===== src/rtl/key_event_filter_if.sv =====
// Key-filter port bundle: raw buttons in, debounced levels and one-hot key events out.
// fsm_state mirrors the auto-repeat FSM for observation only.
interface key_event_filter_if;
    logic [4:0] button_in;
    logic [4:0] button_out;
    logic [4:0] button_level;
    logic       repeat_active;
    logic [1:0] fsm_state;

    modport slave (
        input  button_in,
        output button_out,
        output button_level,
        output repeat_active,
        output fsm_state
    );

    modport master (
        output button_in,
        input  button_out,
        input  button_level,
        input  repeat_active,
        input  fsm_state
    );
endinterface


===== src/rtl/key_event_filter.sv =====
// Synchronise, debounce and arbitrate five push-buttons into one-hot single-cycle
// key pulses, with press-and-hold auto-repeat for keys selected by REPEAT_MASK.
module key_event_filter #(
    parameter int         DEBOUNCE_CYCLES = 1000000,
    parameter int         HOLD_CYCLES     = 50000000,
    parameter int         REPEAT_CYCLES   = 10000000,
    parameter logic [4:0] REPEAT_MASK     = 5'b10010
) (
    input  logic              clk_sys,
    input  logic              rst,
    key_event_filter_if.slave kif
);
    localparam int MAX_AB = (DEBOUNCE_CYCLES > HOLD_CYCLES) ? DEBOUNCE_CYCLES : HOLD_CYCLES;
    localparam int MAX_P  = (MAX_AB > REPEAT_CYCLES) ? MAX_AB : REPEAT_CYCLES;
    localparam int CNT_W  = (MAX_P > 1) ? $clog2(MAX_P) : 1;

    localparam logic [CNT_W-1:0] DB_LAST   = CNT_W'(DEBOUNCE_CYCLES - 1);
    localparam logic [CNT_W-1:0] HOLD_LAST = CNT_W'(HOLD_CYCLES - 1);
    localparam logic [CNT_W-1:0] REP_LAST  = CNT_W'(REPEAT_CYCLES - 1);

    typedef enum logic [1:0] {
        ST_IDLE   = 2'd0,
        ST_HOLD   = 2'd1,
        ST_REPEAT = 2'd2
    } state_e;

    logic [4:0]       meta_q, sync_q;
    logic [4:0]       level_q, level_d, level_prev_q;
    logic [CNT_W-1:0] db_cnt_q [5];
    logic [CNT_W-1:0] db_cnt_d [5];

    state_e           state_q, state_d;
    logic [4:0]       key_sel_q, key_sel_d;
    logic [CNT_W-1:0] cnt_q, cnt_d;
    logic [4:0]       out_q, out_d;
    logic             repeat_active_q;
    logic [4:0]       press;
    logic [4:0]       winner;

    // A bit's counter runs only while the synchronised input disagrees with the
    // accepted level, so any agreeing sample restarts the stability window.
    always_comb begin
        level_d = level_q;
        for (int b = 0; b < 5; b++) begin
            db_cnt_d[b] = '0;
            if (sync_q[b] != level_q[b]) begin
                if (db_cnt_q[b] == DB_LAST) begin
                    level_d[b] = ~level_q[b];
                end else begin
                    db_cnt_d[b] = db_cnt_q[b] + CNT_W'(1);
                end
            end
        end
    end

    assign press = level_q & ~level_prev_q;

    // Simultaneous presses: MID > UP > DOWN > LEFT > RIGHT, losers dropped.
    always_comb begin
        winner = '0;
        if (press[2])      winner = 5'b00100;
        else if (press[4]) winner = 5'b10000;
        else if (press[1]) winner = 5'b00010;
        else if (press[3]) winner = 5'b01000;
        else if (press[0]) winner = 5'b00001;
    end

    always_comb begin
        state_d   = state_q;
        key_sel_d = key_sel_q;
        cnt_d     = cnt_q;
        out_d     = '0;
        if (winner != '0) begin
            // A fresh press pre-empts any hold/repeat in progress.
            out_d = winner;
            cnt_d = '0;
            if ((winner & REPEAT_MASK) != '0) begin
                key_sel_d = winner;
                state_d   = ST_HOLD;
            end else begin
                key_sel_d = '0;
                state_d   = ST_IDLE;
            end
        end else begin
            case (state_q)
                ST_IDLE: ;
                ST_HOLD: begin
                    if ((level_q & key_sel_q) == '0) begin
                        state_d = ST_IDLE;
                    end else if (cnt_q == HOLD_LAST) begin
                        out_d   = key_sel_q;
                        cnt_d   = '0;
                        state_d = ST_REPEAT;
                    end else begin
                        cnt_d = cnt_q + CNT_W'(1);
                    end
                end
                ST_REPEAT: begin
                    if ((level_q & key_sel_q) == '0) begin
                        state_d = ST_IDLE;
                    end else if (cnt_q == REP_LAST) begin
                        out_d = key_sel_q;
                        cnt_d = '0;
                    end else begin
                        cnt_d = cnt_q + CNT_W'(1);
                    end
                end
                default: state_d = ST_IDLE;
            endcase
        end
    end

    always_ff @(posedge clk_sys or posedge rst) begin
        if (rst) begin
            meta_q          <= '0;
            sync_q          <= '0;
            level_q         <= '0;
            level_prev_q    <= '0;
            for (int b = 0; b < 5; b++) db_cnt_q[b] <= '0;
            state_q         <= ST_IDLE;
            key_sel_q       <= '0;
            cnt_q           <= '0;
            out_q           <= '0;
            repeat_active_q <= 1'b0;
        end else begin
            meta_q          <= kif.button_in;
            sync_q          <= meta_q;
            level_q         <= level_d;
            level_prev_q    <= level_q;
            for (int b = 0; b < 5; b++) db_cnt_q[b] <= db_cnt_d[b];
            state_q         <= state_d;
            key_sel_q       <= key_sel_d;
            cnt_q           <= cnt_d;
            out_q           <= out_d;
            repeat_active_q <= (state_q == ST_REPEAT);
        end
    end

    assign kif.button_out    = out_q;
    assign kif.button_level  = level_q;
    assign kif.repeat_active = repeat_active_q;
    assign kif.fsm_state     = state_q;
endmodule


===== src/flat_wrapper.sv =====
// flat-port wrapper written by rule: the top's interface ports become plain ports
module key_event_filter_flat 
#(
    parameter int         DEBOUNCE_CYCLES = 1000000,
    parameter int         HOLD_CYCLES     = 50000000,
    parameter int         REPEAT_CYCLES   = 10000000,
    parameter logic [4:0] REPEAT_MASK     = 5'b10010
)
  (clk_sys, rst, kif_button_in, kif_button_out, kif_button_level, kif_repeat_active, kif_fsm_state);
  key_event_filter_if kif_i ();
  input  logic clk_sys;
  input  logic rst;
  input wire logic [$bits(kif_i.button_in)-1:0] kif_button_in;
  output wire logic [$bits(kif_i.button_out)-1:0] kif_button_out;
  output wire logic [$bits(kif_i.button_level)-1:0] kif_button_level;
  output wire logic [$bits(kif_i.repeat_active)-1:0] kif_repeat_active;
  output wire logic [$bits(kif_i.fsm_state)-1:0] kif_fsm_state;
  assign kif_i.button_in = kif_button_in;
  assign kif_button_out = kif_i.button_out;
  assign kif_button_level = kif_i.button_level;
  assign kif_repeat_active = kif_i.repeat_active;
  assign kif_fsm_state = kif_i.fsm_state;
  key_event_filter #(.DEBOUNCE_CYCLES(DEBOUNCE_CYCLES), .HOLD_CYCLES(HOLD_CYCLES), .REPEAT_CYCLES(REPEAT_CYCLES), .REPEAT_MASK(REPEAT_MASK)) u_core (.clk_sys(clk_sys), .rst(rst), .kif(kif_i));
endmodule

===== config.mk =====
export PLATFORM = sky130hd
export DESIGN_NAME = key_event_filter_flat
export DESIGN_NICKNAME = d
export VERILOG_FILES = /design/src/rtl/key_event_filter_if.sv /design/src/rtl/key_event_filter.sv /design/src/flat_wrapper.sv
export SDC_FILE = /design/constraint.sdc
export NUM_CORES = 1
export LEC_CHECK = 0
export BUFFER_PORTS_ARGS = -buffer_cell sky130_fd_sc_hd__buf_2
export CAP_MARGIN = 15
export CORE_MARGIN = 5
export CORE_UTILIZATION = 50
export DETAILED_ROUTE_END_ITERATION = 16
export PLACE_DENSITY = 0.76
export REMOVE_ABC_BUFFERS = 1
export SKIP_LAST_GASP = 1
export SLEW_MARGIN = 20
export SYNTH_ARGS = -nofsm -noshare
export SYNTH_HDL_FRONTEND = slang
export SYNTH_SLANG_ARGS = --single-unit

===== constraint.sdc =====
create_clock -name clk_sys -period 14.8 [get_ports clk_sys]
set_clock_uncertainty 0.1 [all_clocks]
set_input_delay 1.48 -clock clk_sys [delete_from_list [all_inputs] [get_ports clk_sys]]
set_output_delay 1.48 -clock clk_sys [all_outputs]
set_load 0.03 [all_outputs]

== Word-level counts from Yosys, hierarchy flattened ==
Cells that the tools add are included.

* Bits in registers: 189
* Input bits: 7
* Output and inout bits: 13
* Logic and storage cells: 97

* $add $sub $neg: 6
* Equality and inequality tests: 19
* Mux-type cells: 34
* Bitwise gates (word level): 8
* Reductions and logical operators: 12

{| class="wikitable"
|+ Operators by type and width
! operator !! number
|-
| $mux W26 || 15
|-
| $add A26 B1 Y26 const B || 6
|-
| $eq A26 B20 Y1 const B || 5
|-
| $pmux W26 S2 || 1
|-
| $mux W5 || 10
|-
| $eq A26 B24 Y1 const B || 1
|-
| $eq A26 B26 Y1 const B || 1
|-
| $and A5 B5 Y5 || 2
|-
| $pmux W5 S2 || 1
|-
| $reduce_and A2 Y1 || 5
|-
| $reduce_bool A5 Y1 || 2
|-
| $mux W2 || 4
|-
| $ne A3 B2 Y1 const B || 2
|-
| $pmux W2 S3 || 1
|-
| $reduce_and A3 Y1 || 2
|-
| $logic_not A5 Y1 || 1
|-
| $ne A1 B1 Y1 || 5
|-
| $not A1 Y1 || 5
|-
| $not A5 Y5 || 1
|-
| $ne A4 B1 Y1 const B || 1
|-
| $ne A3 B1 Y1 const B || 1
|-
| $reduce_bool A3 Y1 || 1
|-
| $eq A2 B1 Y1 const B || 1
|-
| $eq A2 B2 Y1 const B || 1
|-
| 3 further kinds || 4
|}

== Logic depth before layout (Yosys ltp) ==
Gate-level depths: netlist (run 1).

* Depth after elaboration: 10
* Depth in mapped cells: 8
* Mapped depth without buffers: 7

== Worst setup path before layout (run 1) ==
No wires, ideal clock.

* Kind: flip-flop to flip-flop
* Start point: reg u_core.state_q[0], in the netlist u_core.kif.fsm_state[0]
* End point: reg u_core.cnt_q[10]
* Setup time: 0.079 ns
* Arrival time: 2.202 ns
* Required time: 14.621 ns
* Path slack: 12.419 ns
* Stages on the path, launching flop included: 8
* Path buffers: 1
* Clock period less this slack: 2.381 ns
* Cells stage by stage: dfrtp_1 inv_1 ha_1 or2_2 a21o_1 buf_2 or4b_1 mux2i_1

* Longest elaborated chain between the ends: 3
* Elaborated cells on any way between the ends: 8
* Classes of those cells: eq/ne: 4; mux: 2; reduce/logical: 2

{| class="wikitable"
|+ RTL lines
! item !! line !! text
|-
| start: declaration || key_event_filter.sv:32 || <nowiki>state_e state_q, state_d;</nowiki>
|-
| start signal: assignment || key_event_filter.sv:131 || <nowiki>state_q <= state_d;</nowiki>
|-
| $eq A2 B2 Y1 / $eq A2 B1 Y1 (equally long branches) || key_event_filter.sv:85 || <nowiki>case (state_q)</nowiki>
|-
| $ne A3 B2 Y1 (no line) (tied with other cells) || n/a ||
|-
| $reduce_and A3 Y1 (no line) / $mux W26 (equally long branches) || n/a ||
|-
| end signal: assignment || key_event_filter.sv:133 || <nowiki>cnt_q <= cnt_d;</nowiki>
|-
| end: declaration || key_event_filter.sv:34 || <nowiki>logic [CNT_W-1:0] cnt_q, cnt_d;</nowiki>
|}

Parallel ways exist; a longest one is shown, timed or not.
A chain may end at the register's enable or synchronous reset.

== Worst setup path after layout (run 1) ==
* Start point: reg u_core.level_q[1], in the netlist u_core.kif.button_level[1]
* End point: out kif_button_level[1]

{| class="wikitable"
|+ RTL lines
! item !! line !! text
|-
| start: declaration || key_event_filter.sv:28 || <nowiki>logic [4:0] level_q, level_d, level_prev_q;</nowiki>
|-
| start signal: assignment || key_event_filter.sv:128 || <nowiki>level_q <= level_d;</nowiki>
|-
| end: declaration || flat_wrapper.sv:15 || <nowiki>output wire logic [$bits(kif_i.button_level)-1:0] kif_button_level;</nowiki>
|}

No word-level cell between the ends.

==> impl_metrics.csv, run 1 <==
group,metric,value,unit
worst_hold_path,hold_class,"register to register",
timing,setup_violations,0,
critical_path,r2r_slack,12030,ps
critical_path,cp-end-kind,"output pin",
cts,clockBufferDepth,2,
finish,n_antenna_cell,0,
critical_path,cp.buffers_inverters,1,
place,dp_hpwl,11700,um
routing,first_iter_violations,472,
synth,async_flop_share,100,%
place,dpl_cell_area,9700,sq um
die,die_w,147,um
synth,avgSynthCellArea,10.1,sq um
critical_path,startpoint_type,"register",
critical_path,cp_data_required_time,13220,ps
timing,fin_crit,2800,ps
die,initial_core_util,50.7,%
cts,cts_tree,"done",
synth,synth_cells,937,
run_status,status,"finished clean",
timing,rsz0062_at_grt,"false",
synth,synth.lib_cells_used.distinct,72,
synth,ys.warnings.count,0,
synth,ys_seq_elements,189,
timing,layout_worst_path_cycle_share,18.9,%
die,dieArea,21700,sq um
finish,final_cells,1196,
routing,first_pass_iters,7,
cts,postCtsSetupRepairBufs,0,
routing,drc,0,
critical_path,crit_arrival,1220,ps
place,placed_cells,1164,
cts,postCtsHoldBufs,0,
grt,grt_remaining_overflow,0,
critical_path,crit_family,"flip-flops",
critical_path,slowest_stage,"dfrtp_1",
critical_path,cp_slowest_stage_delay,520,ps
routing,post_drt_wl_per_cell,15.1,um
finish,nNetsFinal,965,
power,ir_drop,0.0872,mV
worst_hold_path,worstHoldPathCells,0,
grt,grt_pass1_wl,31300,um
grt,grt_pass1_vias,6556,
critical_path,r2r_end,"u_core.cnt_q[19]",
cts,numCtsBuffers,17,
cts,cts-root-buf,"clkbuf_16",
routing,drtAntennaViolNets,0,
cts,cts.clk_slew.worst_paths,70,ps
grt,track_usage,17.3,%
synth,yosys-top-cells-area,"dfrtp_1 50%, nor2_1 6.3%, xnor2_1 6.2%, xor2_1 6.1%, nand3_1 3.4%",
cts,cts_resized,0,
timing,hold_violations,0,
cts,insertion_delay,440,ps
timing,hold_ws,250,ps
place,place.gp.congestion,0.794,
synth,synthFlopType,"dfrtp_1",
routing,vias,6720,
routing,avgViaCountPerCell,5.62,
routing,wl,18000,um
finish,fin_util,55.3,%
timing,worst_slew_pin_slew,965,ps
power,p_per_area,100,nW/um^2
grt,grt_max_degree,115,
run,maxCapViolCount,0,
cts,h-tree-depth,4,
synth,netlist.area_leader.share,50.1,%
timing,drv_slew,0,
timing,fmax,357,MHz
critical_path,worstSetupPathType,"register to output pin",
worst_hold_path,hold_start,"u_core.meta_q[0]",
critical_path,critical_path_peak_fanout,6,
synth,synth_edf_count,0,
worst_hold_path,hold_end,"u_core.sync_q[0]",
cts,cts_sinks,189,
critical_path,crit_chain,"buf_2",
die,rows,50,
timing,relSlewSlack,35.6,%
finish,final_layout_size_suffix_gt1_share,10.8,%
synth,syn_area,9450,sq um
die,die_h,147,um
critical_path,r2r_cells,7,
grt,antenna_found_initial,0,
critical_path,worstReg2RegStart,"u_core.kif.fsm_state[0]",
place,port_buffers,19,
die,io_pins,20,
power,power.leakage,4.36,nW
finish,syn2layout_area_growth,9.25,%
die,core,18600,sq um
timing,setup-tns-final,0,ps
synth,ys_seq_area_share,50.1,%
synth,yosys.area.top_type,"dfrtp_1",
finish,design_area,10300,sq um
layout by cell type, fill, tap and decap left out, types with 15 or more instances in the layout:
master     count
a21oi_1       15
and3_1        22
and4_1        17
buf_2         19
clkbuf_16     17
dfrtp_1      189
inv_1         28
nand2_1       56
nand3_1       65
nand4_1       37
nor2_1       159
nor3_1        28
nor4_1        16
xnor2_1       67
xor2_1        66
state kept, by name, summed over array words and instances (netlist names):
register and cells:
u_core.db_cnt_q 130, u_core.cnt_q 26, u_core.key_sel_q 5, u_core.kif.button_level 5, u_core.kif.button_out 5, u_core.level_prev_q 5
u_core.meta_q 5, u_core.sync_q 5, u_core.kif.fsm_state 2, u_core.kif.repeat_active 1
worst max path at each step:
stage | cells past startpoint | endpoint | start | slack (ps)
floorplan | 1 | u_core.cnt_q[0] | rst | 8080
global placement | 3 | u_core.db_cnt_q[83] | rst | 11520
detailed placement | 3 | u_core.db_cnt_q[108] | rst | 11500
CTS | 3 | u_core.db_cnt_q[129] | rst | 11970
global route | 3 | u_core.meta_q[0] | rst | 11720
finish | 1 | kif_button_level[1] | u_core.kif.button_level[1] | 12000
stage by stage:
stage / power (mW) / worst slack (ps)
CTS: 1.05 / 11970
finish: 1.03 / 12000
global route: 1.07 / 11720
global placement: 0.561 / 11520
detailed placement: 0.562 / 11500
floorplan: 0.553 / 8080
layer usage:
metal  global-route usage (%)  up-vias  routed length (um)
li1                         -     3273                   -
met1                     23.5     3316                8440
met2                     28.2      106                8740
met3                     3.71       25                 584
met4                     5.36        0                 288
met5                        0        -                   0
layout make-up:
class / count / area (sq um)
Multi-Input combinational cell: 690 / 4440
Tap cell: 234 / 293
Inverter: 29 / 116
Timing Repair Buffer: 22 / 118
Clock buffer: 19 / 453
Clock inverter: 13 / 168
Sequential cell: 189 / 4730
Fill cell: 1626 / 8320
kinds of logic (layout without fill, tap and decap cells):
group | Yosys count | count (layout) | share of synthesized area [%]
buffers and inverters | 58 | 83 | 2.90
adder cells (fa/ha/maj) | 9 | 9 | 1.19
AO/OA/AOI/OAI | 55 | 55 | 4.70
AND/OR/NAND/NOR | 485 | 485 | 27.9
multiplexers | 8 | 8 | 0.914
XOR/XNOR | 133 | 133 | 12.3
flip-flops | 189 | 189 | 50.1
Yosys cell counts, drive strengths merged (4+ instances only):
library cell  number
and2               7
xnor2             67
nand4             40
or2                6
dfrtp            189
xor2              66
and3              23
nand3             66
a31oi              5
inv               29
clkbuf            10
nand2b             5
ha                 9
nor4              19
o21ai             11
or4                6
a21oi             15
mux2               5
nor2b              4
nand2             56
buf               19
and4              17
or3                5
nor4b              9
or4b               5
nor2             169
nor3              36
power by group:
group	switching, mW	internal [mW]
logic	0.0198	0.00555
registers	0.00462	0.521
clock network	0.216	0.267
Power figures use the tool's default switching activity.
==> run 2, diff against run 1 <==
- ABC_AREA: default -> 1
- PLACE_DENSITY: 0.76 -> 0.78
- clock period: 14.8 -> 2.4 ns (I/O delays scaled with it)
==> run 2 against run 1 <==
Effect of this change:
- clock-buffer cell count did not move
- critical path depth rose by 9
- critical endpoint is now u_core.cnt_q[20]
- worst setup slack got worse by 12000 ps
- wire length rose by 47%
- critical path type is now register to register
- sequential power rose to 6.2 times the previous value
- non-clock buffer count rose by 15
- largest power group unchanged
==> impl_metrics.csv, run 2 <==
group,metric,value,unit
timing,fin_crit,2070,ps
timing,rsz0062_at_grt,"false",
power,power.leakage,5.29,nW
cts,h-tree-depth,4,
routing,avgViaCountPerCell,5.34,
grt,grt_pass1_wl,45600,um
worst_hold_path,hold_class,"input pin to async pin",
cts,postCtsSetupRepairBufs,0,
cts,cts_tree,"done",
place,place.gp.congestion,0.970,
finish,largest_reg_flops,130,
synth,yosys-top-cells-area,"dfrtp_1 43%, nand2_1 12%, nor2_1 11%, nand3_1 6.5%, inv_1 6.4%",
place,port_buffers,19,
grt,grt_remaining_overflow,0,
routing,wl,26500,um
routing,vias,9993,
critical_path,crit_arrival,2290,ps
cts,cts_sinks,189,
timing,drv_slew,0,
cts,cts-root-buf,"clkbuf_16",
synth,synth_edf_count,0,
synth,avgSynthCellArea,7.12,sq um
synth,async_flop_share,100,%
finish,regMostFlops,"u_core.db_cnt_q",
place,dp_hpwl,19900,um
place,dpl_cell_area,11400,sq um
critical_path,cp-end-kind,"register",
die,dieArea,25000,sq um
grt,track_usage,22.2,%
timing,worst_slew_pin_slew,703,ps
timing,setup_violations,0,
finish,syn2layout_area_growth,9.87,%
grt,antenna_found_initial,0,
synth,syn_area,11000,sq um
synth,netlist.area_leader.share,43.1,%
cts,numCtsBuffers,17,
critical_path,cp.buffers_inverters,1,
critical_path,slowest_stage,"dfrtp_1",
finish,final_common_cell,"nand2_1",
routing,drtAntennaViolNets,0,
critical_path,cp_data_required_time,2620,ps
grt,grt_max_degree,58,
run_status,status,"finished clean",
critical_path,crit_family,"simple AND/OR/NAND/NOR gates",
critical_path,critPathMostFrequentCell,"nor2_4",
critical_path,crit_chain,"ha_1 -> nand2_2 -> nor2_4 -> inv_2 -> nor2_8 -> nand4_1 -> nand2_1 -> nor2_2 -> nor2_4 -> nor2_1",
synth,yosysMostFrequentCell,"nand2_1",
finish,n_antenna_cell,0,
finish,final_cell_mix,"365 x nand2_1, 309 x nor2_1, 189 x dfrtp_1, 186 x inv_1, 143 x nand3_1",
finish,final_layout_size_suffix_gt1_share,5.79,%
timing,layout_worst_path_cycle_share,86.1,%
finish,fillers,2021,
timing,relSlewSlack,53.1,%
synth,synthFlopType,"dfrtp_1",
synth,synth_cells,1540,
die,io_pins,20,
timing,hold_ws,252,ps
synth,ys_seq_area_share,43.1,%
power,ir_drop,0.409,mV
timing,setup-tns-final,0,ps
synth,ys_seq_elements,189,
cts,clockBufferDepth,2,
cts,cts.clk_slew.worst_paths,80,ps
routing,post_drt_wl_per_cell,14.1,um
critical_path,startpoint_type,"register",
critical_path,worstSetupPathType,"register to register",
critical_path,cp_slowest_stage_delay,420,ps
cts,insertion_delay,440,ps
finish,design_area,12000,sq um
timing,hold_violations,0,
synth,synth.lib_cells_used.distinct,37,
die,core,21700,sq um
finish,largestRegisters,"u_core.db_cnt_q: 130 flops, u_core.cnt_q: 26 flops",
synth,yosys-top-cells-count,"365 x nand2_1, 309 x nor2_1, 189 x dfrtp_1",
power,p_per_area,515,nW/um^2
routing,first_iter_violations,811,
finish,nNetsFinal,1593,
timing,fmax,484,MHz
synth,ys.warnings.count,0,
synth,yosys.area.top_type,"dfrtp_1",
run,maxCapViolCount,0,
die,die_w,158,um
grt,grt_pass1_vias,9702,
die,rows,54,
die,initial_core_util,50.6,%
die,die_h,158,um
critical_path,critical_path_peak_fanout,12,
routing,drc,0,
routing,first_pass_iters,6,
==> run 2: cell families after synthesis <==
| kind of cell | count (synthesis) | synth area share [%] |
|---|---|---|
| AND/OR/NAND/NOR | 1007 | 40.1 |
| buffers and inverters | 211 | 7.52 |
| flip-flops | 189 | 43.1 |
| XOR/XNOR | 64 | 5.11 |
| AO/OA/AOI/OAI | 60 | 3.10 |
| adder cells (fa/ha/maj) | 9 | 1.03 |
==> run 2: what timing repair did <==
item / in CTS / in global routing
hold buffers: 6 / 0
gates resized for setup: 0 / 0
hold endpoints to repair: 57 / 0
==> run 2: area by class of cell <==
| class | count | area (sq um) | share of cell area (%) |
|---|---|---|---|
| Multi-Input combinational cell | 1140 | 5410 | 44.9 |
| Sequential cell | 189 | 4730 | 39.3 |
| Inverter | 192 | 728 | 6.04 |
| Clock buffer | 19 | 443 | 3.68 |
| Tap cell | 280 | 350 | 2.91 |
| Timing Repair Buffer | 37 | 258 | 2.14 |
| Clock inverter | 13 | 128 | 1.06 |
==> run 2: path summary, 6_finish.rpt <==
path	start	end	slack, ps	cells past startpoint
min	rst	u_core.meta_q[2]	250	3
max reg2reg	u_core.cnt_q[0]	u_core.cnt_q[20]	330	10
max	u_core.cnt_q[0]	u_core.cnt_q[20]	330	10
min reg2reg	u_core.meta_q[1]	u_core.sync_q[1]	250	0
max in group asynchronous	rst	u_core.db_cnt_q[56]	1260	4
min in group clk_sys	u_core.meta_q[1]	u_core.sync_q[1]	250	0
==> run 2: metal layers <==
metal / part of all wire, % / up-vias / wire, um / track usage [%]
met5: 0 / - / 0 / 0
met4: 1.7 / 0 / 460 / 6.86
met3: 5.5 / 42 / 1450 / 3.44
met2: 48 / 328 / 12700 / 37.1
met1: 45 / 4612 / 11900 / 30.0
li1: - / 5011 / - / -
==> run 2: power by group <==
| group | leakage [nW] | internal (mW) | total, mW | switching, mW |
|---|---|---|---|---|
| Sequential | 2.61 | 3.21 | 3.23 | 0.0229 |
| Clock | 0.283 | 1.49 | 2.79 | 1.31 |
| Combinational | 2.40 | 0.0432 | 0.174 | 0.130 |
==> run 2: per-stage QoR <==
step	utilization (%)	instances	worst slack, ps	power, mW
after global placement	52.6	1832	408	3.46
after global routing	55.5	1870	121	6.43
after detailed placement	52.6	1832	361	3.47
final	55.5	1870	333	6.20
after floorplan	-	1521	-3080	3.40
after CTS	55.5	1870	349	6.28
==> run 2: worst register-to-register path, cell delays in order, from the launching register on <==
cell     delay [ps]
dfrtp_1         420
ha_1            260
nand2_2         110
nor2_4          150
inv_2            90
nor2_8          180
nand4_1         150
nand2_1         100
nor2_2           50
nor2_4          270
nor2_1           80
==> run 3, diff against run 2 <==
- CAP_MARGIN: 15 -> default
- CORE_MARGIN: 5 -> 3
==> run 3 against run 2 <==
Effect of this change:
- critical endpoint is now u_core.db_cnt_q[57]
- via count increased by 0.65%
- critical path depth is 2 lower
- first-iteration DRC count is 11% higher
- global-route usage is 0.62 points higher
- total power shrank 1.2%
- largest cell class unchanged
- maximum frequency fell by 2.7%
- critical path type unchanged
- die area is 5.0% lower
- combinational power up 2%
- sequential power about the same
- cell area about the same
- non-clock buffer count is the same
==> impl_metrics.csv, run 3 (synthesis results as in run 2) <==
group,metric,value,unit
critical_path,worstSetupPathType,"register to register",
routing,first_pass_iters,6,
routing,first_iter_violations,900,
cts,cts_sinks,189,
timing,hold_violations,0,
power,p_clk_share,44.3,%
routing,drc,0,
timing,layout_worst_path_cycle_share,88.6,%
power,power.leakage,5.28,nW
finish,final_cells,1865,
timing,relSlewSlack,52.6,%
cts,cts_tree,"done",
finish,largest_reg_flops,130,
place,placed_cells,1827,
cts,cts-root-buf,"clkbuf_16",
die,die_h,154,um
grt,grt_remaining_overflow,0,
timing,drv_slew,0,
power,ir_drop,0.421,mV
power,share_seq_of_total_power,52.8,%
routing,vias,10058,
timing,worst_slew_pin_slew,711,ps
critical_path,cp_data_required_time,2620,ps
timing,fmax,470,MHz
cts,numCtsBuffers,17,
finish,nNetsFinal,1593,
die,rows,53,
critical_path,crit_arrival,2340,ps
cts,h-tree-depth,4,
place,dp_hpwl,20000,um
die,io_pins,20,
worst_hold_path,worstHoldPathCells,0,
critical_path,r2r_cells,8,
timing,fin_crit,2130,ps
critical_path,startpoint_type,"register",
finish,fillers,1989,
run,maxCapViolCount,0,
finish,final_common_cell,"nand2_1",
routing,post_drt_wl_per_cell,14.4,um
grt,grt_max_degree,73,
worst_hold_path,hold_class,"register to register",
routing,drtAntennaViolNets,0,
cts,insertion_delay,430,ps
routing,wl,26800,um
die,dieArea,23700,sq um
power,intPower,4.67,mW
die,core,21300,sq um
power,p_per_area,509,nW/um^2
run_status,status,"finished clean",
finish,final_cell_mix,"364 x nand2_1, 309 x nor2_1, 189 x dfrtp_1, 186 x inv_1, 143 x nand3_1",
finish,multiInputGateArea,5410,sq um
finish,final_layout_size_suffix_gt1_share,5.85,%
finish,seq_area,4730,sq um
finish,n_antenna_cell,0,
timing,setup_violations,0,
critical_path,critical_path_peak_fanout,8,
finish,design_area,12000,sq um
critical_path,cp-end-kind,"register",
timing,rsz0062_at_grt,"false",
die,initial_core_util,51.5,%
cts,cts.clk_slew.worst_paths,70,ps
cts,postCtsSetupRepairBufs,0,
finish,regMostFlops,"u_core.db_cnt_q",
grt,grt_pass1_vias,9479,
finish,syn2layout_area_growth,9.88,%
power,netSwitchingPower,1.46,mW
routing,avgViaCountPerCell,5.39,
place,port_buffers,19,
place,dpl_cell_area,11400,sq um
power,power.share.combinational,2.9,%
die,die_w,154,um
power,power,6.13,mW
grt,antenna_found_initial,0,
power,switching_share,23.8,%
cts,clockBufferDepth,2,
place,place.gp.congestion,0.941,
finish,largestRegisters,"u_core.db_cnt_q: 130 flops, u_core.cnt_q: 26 flops",
grt,track_usage,22.9,%
grt,grt_pass1_wl,45400,um
-- run 3: routing by layer --
layer	wire length, um	part of all wire, %	track usage (%)
met1	12400	46	32.3
met2	12200	45	36.1
met3	1740	6.5	3.86
met4	527	2.0	7.28
met5	0	0	0
-- run 3: final cells by class --
class | instances | share of cell area [%]
clock inverters | 12 | 0.883
multi-input cells | 1140 | 44.9
inverters | 192 | 6.04
clock buffers | 20 | 3.79
flip-flops and latches | 189 | 39.3
well taps | 275 | 2.86
repair buffers | 37 | 2.24
-- run 3: timing repair --
action,CTS,global route
hold buffers,6,0
setup endpoints to repair,0,8
hold endpoints to repair,72,0
gates resized for setup,0,1
-- run 3: stage by stage --
| step | TNS [ps] | utilization (%) | hold WS [ps] | worst slack, ps |
|---|---|---|---|---|
| after detailed placement | 0 | 53.7 | 236 | 236 |
| final | 0 | 56.6 | 251 | 274 |
| after global routing | 0 | 56.6 | 270 | 59.3 |
| after CTS | 0 | 56.6 | 253 | 205 |
| after global placement | 0 | 53.7 | 228 | 299 |
| after floorplan | -593820 | - | 171 | -3080 |
-- run 3: worst paths after layout --
check / startpoint / to / slack, ps
worst max-delay path: u_core.db_cnt_q[52] / u_core.db_cnt_q[57] / 270
worst min-delay path: u_core.meta_q[1] / u_core.sync_q[1] / 250
worst max register to register: u_core.db_cnt_q[52] / u_core.db_cnt_q[57] / 270
worst min register to register: u_core.meta_q[1] / u_core.sync_q[1] / 250
max in group asynchronous: rst / u_core.level_prev_q[3] / 1230
min in group asynchronous: rst / u_core.db_cnt_q[60] / 300
-- run 3: power groups by stage --
stage                     clock (mW)  combinational [mW]  sequential [mW]
after floorplan                    0               0.111             3.29
after global placement             0               0.172             3.30
after detailed placement           0               0.176             3.30
after CTS                       2.78               0.185             3.24
after global routing            2.91               0.208             3.24
final                           2.71               0.178             3.24
-- run 3: worst max-delay path: stages (launching register included) --
cell and delay [ps]:
dfrtp_1 400, ha_1 300, nand2_1 140, nor2_4 190, nand2_1 100, nor2_1 270, nand3_1 220, nand2_2 210
nor2_1 70
